## config.mk

```make
export PLATFORM = sky130hd
export DESIGN_NAME = regfile_write_scheduler
export DESIGN_NICKNAME = d
export VERILOG_FILES = /design/src/rtl/regfile_write_scheduler.sv
export SDC_FILE = /design/constraint.sdc
export NUM_CORES = 1
export LEC_CHECK = 0
export ABC_CLOCK_PERIOD_IN_PS = 6800
export BUFFER_PORTS_ARGS = -buffer_cell sky130_fd_sc_hd__buf_2
export CAP_MARGIN = 15
export CORE_ASPECT_RATIO = 1.1
export CORE_MARGIN = 2
export CORE_UTILIZATION = 50
export CTS_CLUSTER_SIZE = 8
export DETAILED_ROUTE_END_ITERATION = 6
export GPL_TIMING_DRIVEN = 0
export PLACE_DENSITY = 0.91
export SLEW_MARGIN = 10
export SYNTH_ARGS = -nofsm -noshare
export SYNTH_HDL_FRONTEND = slang
export SYNTH_SLANG_ARGS = --single-unit
```

## constraint.sdc

```tcl
create_clock -name clk -period 6.8 [get_ports clk]
set_input_delay 0.34 -clock clk [delete_from_list [all_inputs] [get_ports clk]]
set_output_delay 0.34 -clock clk [all_outputs]
set_load 0.05 [all_outputs]
```

## src/rtl/regfile_write_scheduler.sv

```systemverilog
// Register-file write-port scheduler: arbitrates ALU and load writebacks
// onto one write port and tracks pending destinations in a scoreboard.
//
// Ports:
//   clk, reset                     clock, async active-high reset
//   alu_valid/alu_rd/alu_data      ALU writeback request
//   alu_ready                      ALU grant (combinational)
//   mem_valid/mem_rd/mem_data      load writeback request
//   mem_ready                      load grant (combinational)
//   issue_valid/issue_rd           reserve a destination in the scoreboard
//   flush                          clear scoreboard and starvation state
//   busy_mask                      per-register pending-write flags
//   regWrite/writeRegister/writeData  register-file write port (registered)
module regfile_write_scheduler #(
    parameter int NUM_REGS     = 16,
    parameter int ADDR_W       = 5,
    parameter int DATA_W       = 32,
    parameter int STARVE_LIMIT = 3
) (
    input  logic                clk,
    input  logic                reset,
    input  logic                alu_valid,
    input  logic [ADDR_W-1:0]   alu_rd,
    input  logic [DATA_W-1:0]   alu_data,
    output logic                alu_ready,
    input  logic                mem_valid,
    input  logic [ADDR_W-1:0]   mem_rd,
    input  logic [DATA_W-1:0]   mem_data,
    output logic                mem_ready,
    input  logic                issue_valid,
    input  logic [ADDR_W-1:0]   issue_rd,
    input  logic                flush,
    output logic [NUM_REGS-1:0] busy_mask,
    output logic                regWrite,
    output logic [ADDR_W-1:0]   writeRegister,
    output logic [DATA_W-1:0]   writeData
);

    localparam int WW = $clog2(STARVE_LIMIT + 1);

    logic [WW-1:0]       alu_wait_q, alu_wait_d;
    logic [NUM_REGS-1:0] busy_q, busy_d;
    logic                wr_en_q, wr_en_d;
    logic [ADDR_W-1:0]   wr_rd_q, wr_rd_d;
    logic [DATA_W-1:0]   wr_data_q, wr_data_d;

    logic                starve;
    logic                alu_hs, mem_hs, hs;
    logic [ADDR_W-1:0]   sel_rd;
    logic [DATA_W-1:0]   sel_data;
    logic                sel_ok;

    assign starve = (alu_wait_q == WW'(STARVE_LIMIT));

    // Grants are gated by reset so neither requester sees a
    // transfer while the block is held in reset.
    assign mem_ready = !reset && mem_valid && !(starve && alu_valid);
    assign alu_ready = !reset && alu_valid && (!mem_valid || starve);

    assign alu_hs = alu_valid && alu_ready;
    assign mem_hs = mem_valid && mem_ready;
    assign hs     = alu_hs || mem_hs;

    assign sel_rd   = alu_hs ? alu_rd : mem_rd;
    assign sel_data = alu_hs ? alu_data : mem_data;

    // Only implemented, non-zero registers reach the register file.
    always_comb begin
        sel_ok = 1'b0;
        for (int i = 1; i < NUM_REGS; i++) begin
            if (sel_rd == ADDR_W'(i)) sel_ok = 1'b1;
        end
    end

    always_comb begin
        alu_wait_d = '0;
        if (!flush && alu_valid && !alu_ready) begin
            if (alu_wait_q == WW'(STARVE_LIMIT))
                alu_wait_d = alu_wait_q;
            else
                alu_wait_d = alu_wait_q + WW'(1);
        end
    end

    always_comb begin
        wr_en_d   = hs && sel_ok;
        wr_rd_d   = wr_rd_q;
        wr_data_d = wr_data_q;
        if (hs && sel_ok) begin
            wr_rd_d   = sel_rd;
            wr_data_d = sel_data;
        end
    end

    // Clear first, then set, so a new producer issued in the same
    // cycle as the old one retires keeps the register busy.
    always_comb begin
        busy_d = busy_q;
        for (int i = 1; i < NUM_REGS; i++) begin
            if (hs && sel_rd == ADDR_W'(i)) busy_d[i] = 1'b0;
        end
        for (int i = 1; i < NUM_REGS; i++) begin
            if (issue_valid && issue_rd == ADDR_W'(i)) busy_d[i] = 1'b1;
        end
        if (flush) busy_d = '0;
    end

    always_ff @(posedge clk or posedge reset) begin
        if (reset) begin
            alu_wait_q <= '0;
            busy_q     <= '0;
            wr_en_q    <= 1'b0;
            wr_rd_q    <= '0;
            wr_data_q  <= '0;
        end else begin
            alu_wait_q <= alu_wait_d;
            busy_q     <= busy_d;
            wr_en_q    <= wr_en_d;
            wr_rd_q    <= wr_rd_d;
            wr_data_q  <= wr_data_d;
        end
    end

    assign busy_mask     = busy_q;
    assign regWrite      = wr_en_q;
    assign writeRegister = wr_rd_q;
    assign writeData     = wr_data_q;

endmodule

```

==> flow_summary.json <==
{
  "yosysSeqAreaShare_pct": 47.2,
  "ctsRootBufferMaster": "clkbuf_8",
  "pin_count": 141,
  "drive_above_1_share_pct": 39.2,
  "clock-sinks": 55,
  "grt_usage_pct": 24.4,
  "vias": 2752,
  "synth-seq-cells": 55,
  "fp-row-count": 29,
  "area.sequential_mm2": 0.00138,
  "max-slew-margin-rel_pct": 62.1,
  "wl_per_cell_um": 14.3,
  "num-nets-final": 540,
  "pre_cts_ws_ns": 3.95,
  "grt_max_degree": 35,
  "yosysTopAreaCellShare_pct": 47.2,
  "via_per_inst": 5.18,
  "synth_top_cell_by_area": "dfrtp_1",
  "yosysUniqueCellTypes": 36,
  "setup_tns_ns": 0,
  "fin_crit_ns": 2.52,
  "htreeDepth": 2,
  "layout_commonest_cell": "buf_2",
  "place_hpwl_um": 5990,
  "power_density_mw_per_mm2": 256,
  "peakVddDrop_mv": 0.138,
  "multi_input_area_mm2": 0.00142,
  "cap_violations": 0,
  "final-hold-violation-count": 0,
  "clk_pin_slew_ns": 0.09,
  "die_h_um": 84.1,
  "syn_inst": 307,
  "gp_congestion": 0.895,
  "synth_edf_count": 0,
  "core_mm2": 0.00570,
  "clock_latency_ns": 0.30,
  "worst_pin_slew_ns": 0.569,
  "rr_startpoint": "alu_wait_q[0]",
  "startpoint": "reset",
  "initial_core_util_pct": 51.2,
  "ys.flop_type": "dfrtp_1",
  "worstRegToRegCells": 8,
  "cts_made_buffers": 5,
  "finalSetupViolations": 0,
  "post_cts_resized": 0,
  "clock_path_buffers": 2,
  "slew_violations": 0,
  "async_reset_ff_share_pct": 100,
  "synth.net_count": 393,
  "reg2reg_to": "writeData[5]",
  "critPathLaunchType": "primary input",
  "max_freq_mhz": 397,
  "first_pass_iters": 4,
  "finalClockSkew_ns": 0.00710,
  "die_w_um": 76.8,
  "diodes": 0,
  "drtAntennaViolNets": 0,
  "fin_crit_sh_pct": 37.1,
  "layout_common_cells": "buf_2 (139), nand2_1 (112), dfrtp_1 (55)",
  "outcome": "complete, no violations",
  "endpoint": "alu_ready",
  "yosys-top-cells-area": "dfrtp_1 (47%), nand2_1 (14%), mux2_1 (7.7%), mux2_2 (6.6%), o211ai_1 (2.1%)",
  "wl_um": 7590,
  "grt_pass1_wl_um": 12600,
  "leakagePower_nw": 2.05,
  "drc": 0,
  "syn-cell-area_mm2": 0.00292,
  "grt_pass1_vias": 2740,
  "hold_buffers": 0,
  "rsz0062_at_grt": "no",
  "die-area_mm2": 0.00646,
  "cts_tree": "yes",
  "syn2layout_area_growth_pct": 30.8,
  "io_buffers": 139,
  "worstPathMaxFanout": 34,
  "critPathKind": "in -> out",
  "crit_path_end_kind": "primary output",
  "fin_ws_ns": 4.28,
  "postCtsSetupBuffers": 0,
  "syn_avg_cell_area_um2": 9.50,
  "drtIter0Drc": 89,
  "worstPathRequired_ns": 6.46,
  "reg2reg_slack_ns": 4.37,
  "antenna_found_initial": 0,
  "yosys_warnings": 0,
  "nFillCells": 462,
  "crit_arrival_ns": 2.18,
  "overflow": 0,
  "hold_class": "in -> async"
}
-- routing by layer --
layer  GRT usage [%]  share of wire, %
met1            28.1                39
met3            6.39               7.8
met4            7.93               1.6
met5               0                 0
met2            43.9                51
-- state kept, by name, summed over array words and instances, names as in the netlist --
name,cells
regWrite,1
writeRegister,5
busy_mask,15
writeData,32
alu_wait_q,2
-- cell usage after synthesis, types with 2 or more instances --
library cell  number
nand2_1          112
nor2_1             8
o32ai_1            2
dfrtp_1           55
a32oi_1            2
a31o_2             4
inv_1              8
nor3_1             3
nor3b_1            5
nand3_1            5
clkbuf_1           7
nand2b_1           7
nand3b_1           5
buf_4              2
buf_1              2
mux2_2            17
a32o_1             3
buf_8              2
or3_1              2
nor2b_1            2
mux2_1            20
mux2i_1            5
o21ai_0            9
o211ai_1           8
-- final cells by class --
| cell class | instances | share of cell area [%] |
|---|---|---|
| sequential | 55 | 36.1 |
| clock buffer | 6 | 2.16 |
| tap | 77 | 2.52 |
| clock inverter | 1 | 0.131 |
| timing repair buffer | 140 | 18.8 |
| multi-input combinational | 229 | 37.1 |
| inverter | 9 | 0.885 |
| buffer | 14 | 2.36 |
-- report_power, final --
part	leakage, nW	switching, W	internal, W	total [W]
Clock	0.0470	0.0000987	0.0000802	0.000179
Combinational	1.31	0.000287	0.000109	0.000395
Sequential	0.691	0.0000241	0.000380	0.000404
Total	2.05	0.000409	0.000569	0.000979
-- logic make-up after synthesis --
logic type / share of synthesized area, %
compound gates: 8.11
fa+ha+maj: 0.429
mux: 16.5
flops: 47.2
simple gates: 23.1
other cells: 0.129
xor+xnor: 0.300
buf+inv: 4.25
-- metrics by stage --
stage / util, % / hold slack [ns] / total power, W / instances / cell area (µm²)
floorplan: - / 0.451 / 0.000694 / 307 / 2920
global placement: 65.1 / 0.462 / 0.000795 / 523 / 3710
detailed placement: 65.5 / 0.411 / 0.000809 / 524 / 3730
CTS: 67.0 / 0.0739 / 0.000987 / 531 / 3820
global route: 67.0 / 0.0961 / 0.00103 / 531 / 3820
finish: 67.0 / 0.0696 / 0.000979 / 531 / 3820
-- worst max-delay path, cell delays in order --
cell	delay, ns
buf_2	0.10
inv_2	0.38
buf_12	0.28
nand3_4	0.17
inv_1	0.19
clkbuf_1	0.35
buf_2	0.34
-- worst min-delay path by stage --
stage | from | to
4_1_cts | reset | writeData[15]
6_report | reset | writeData[12]
5_1_grt | reset | writeData[12]
3_3_place_gp | writeData[25] | writeData[25]
2_1_floorplan | issue_rd[1] | busy_mask[8]
3_5_place_dp | reset | writeData[15]
Note: power is estimated with default switching activity, not from simulation.
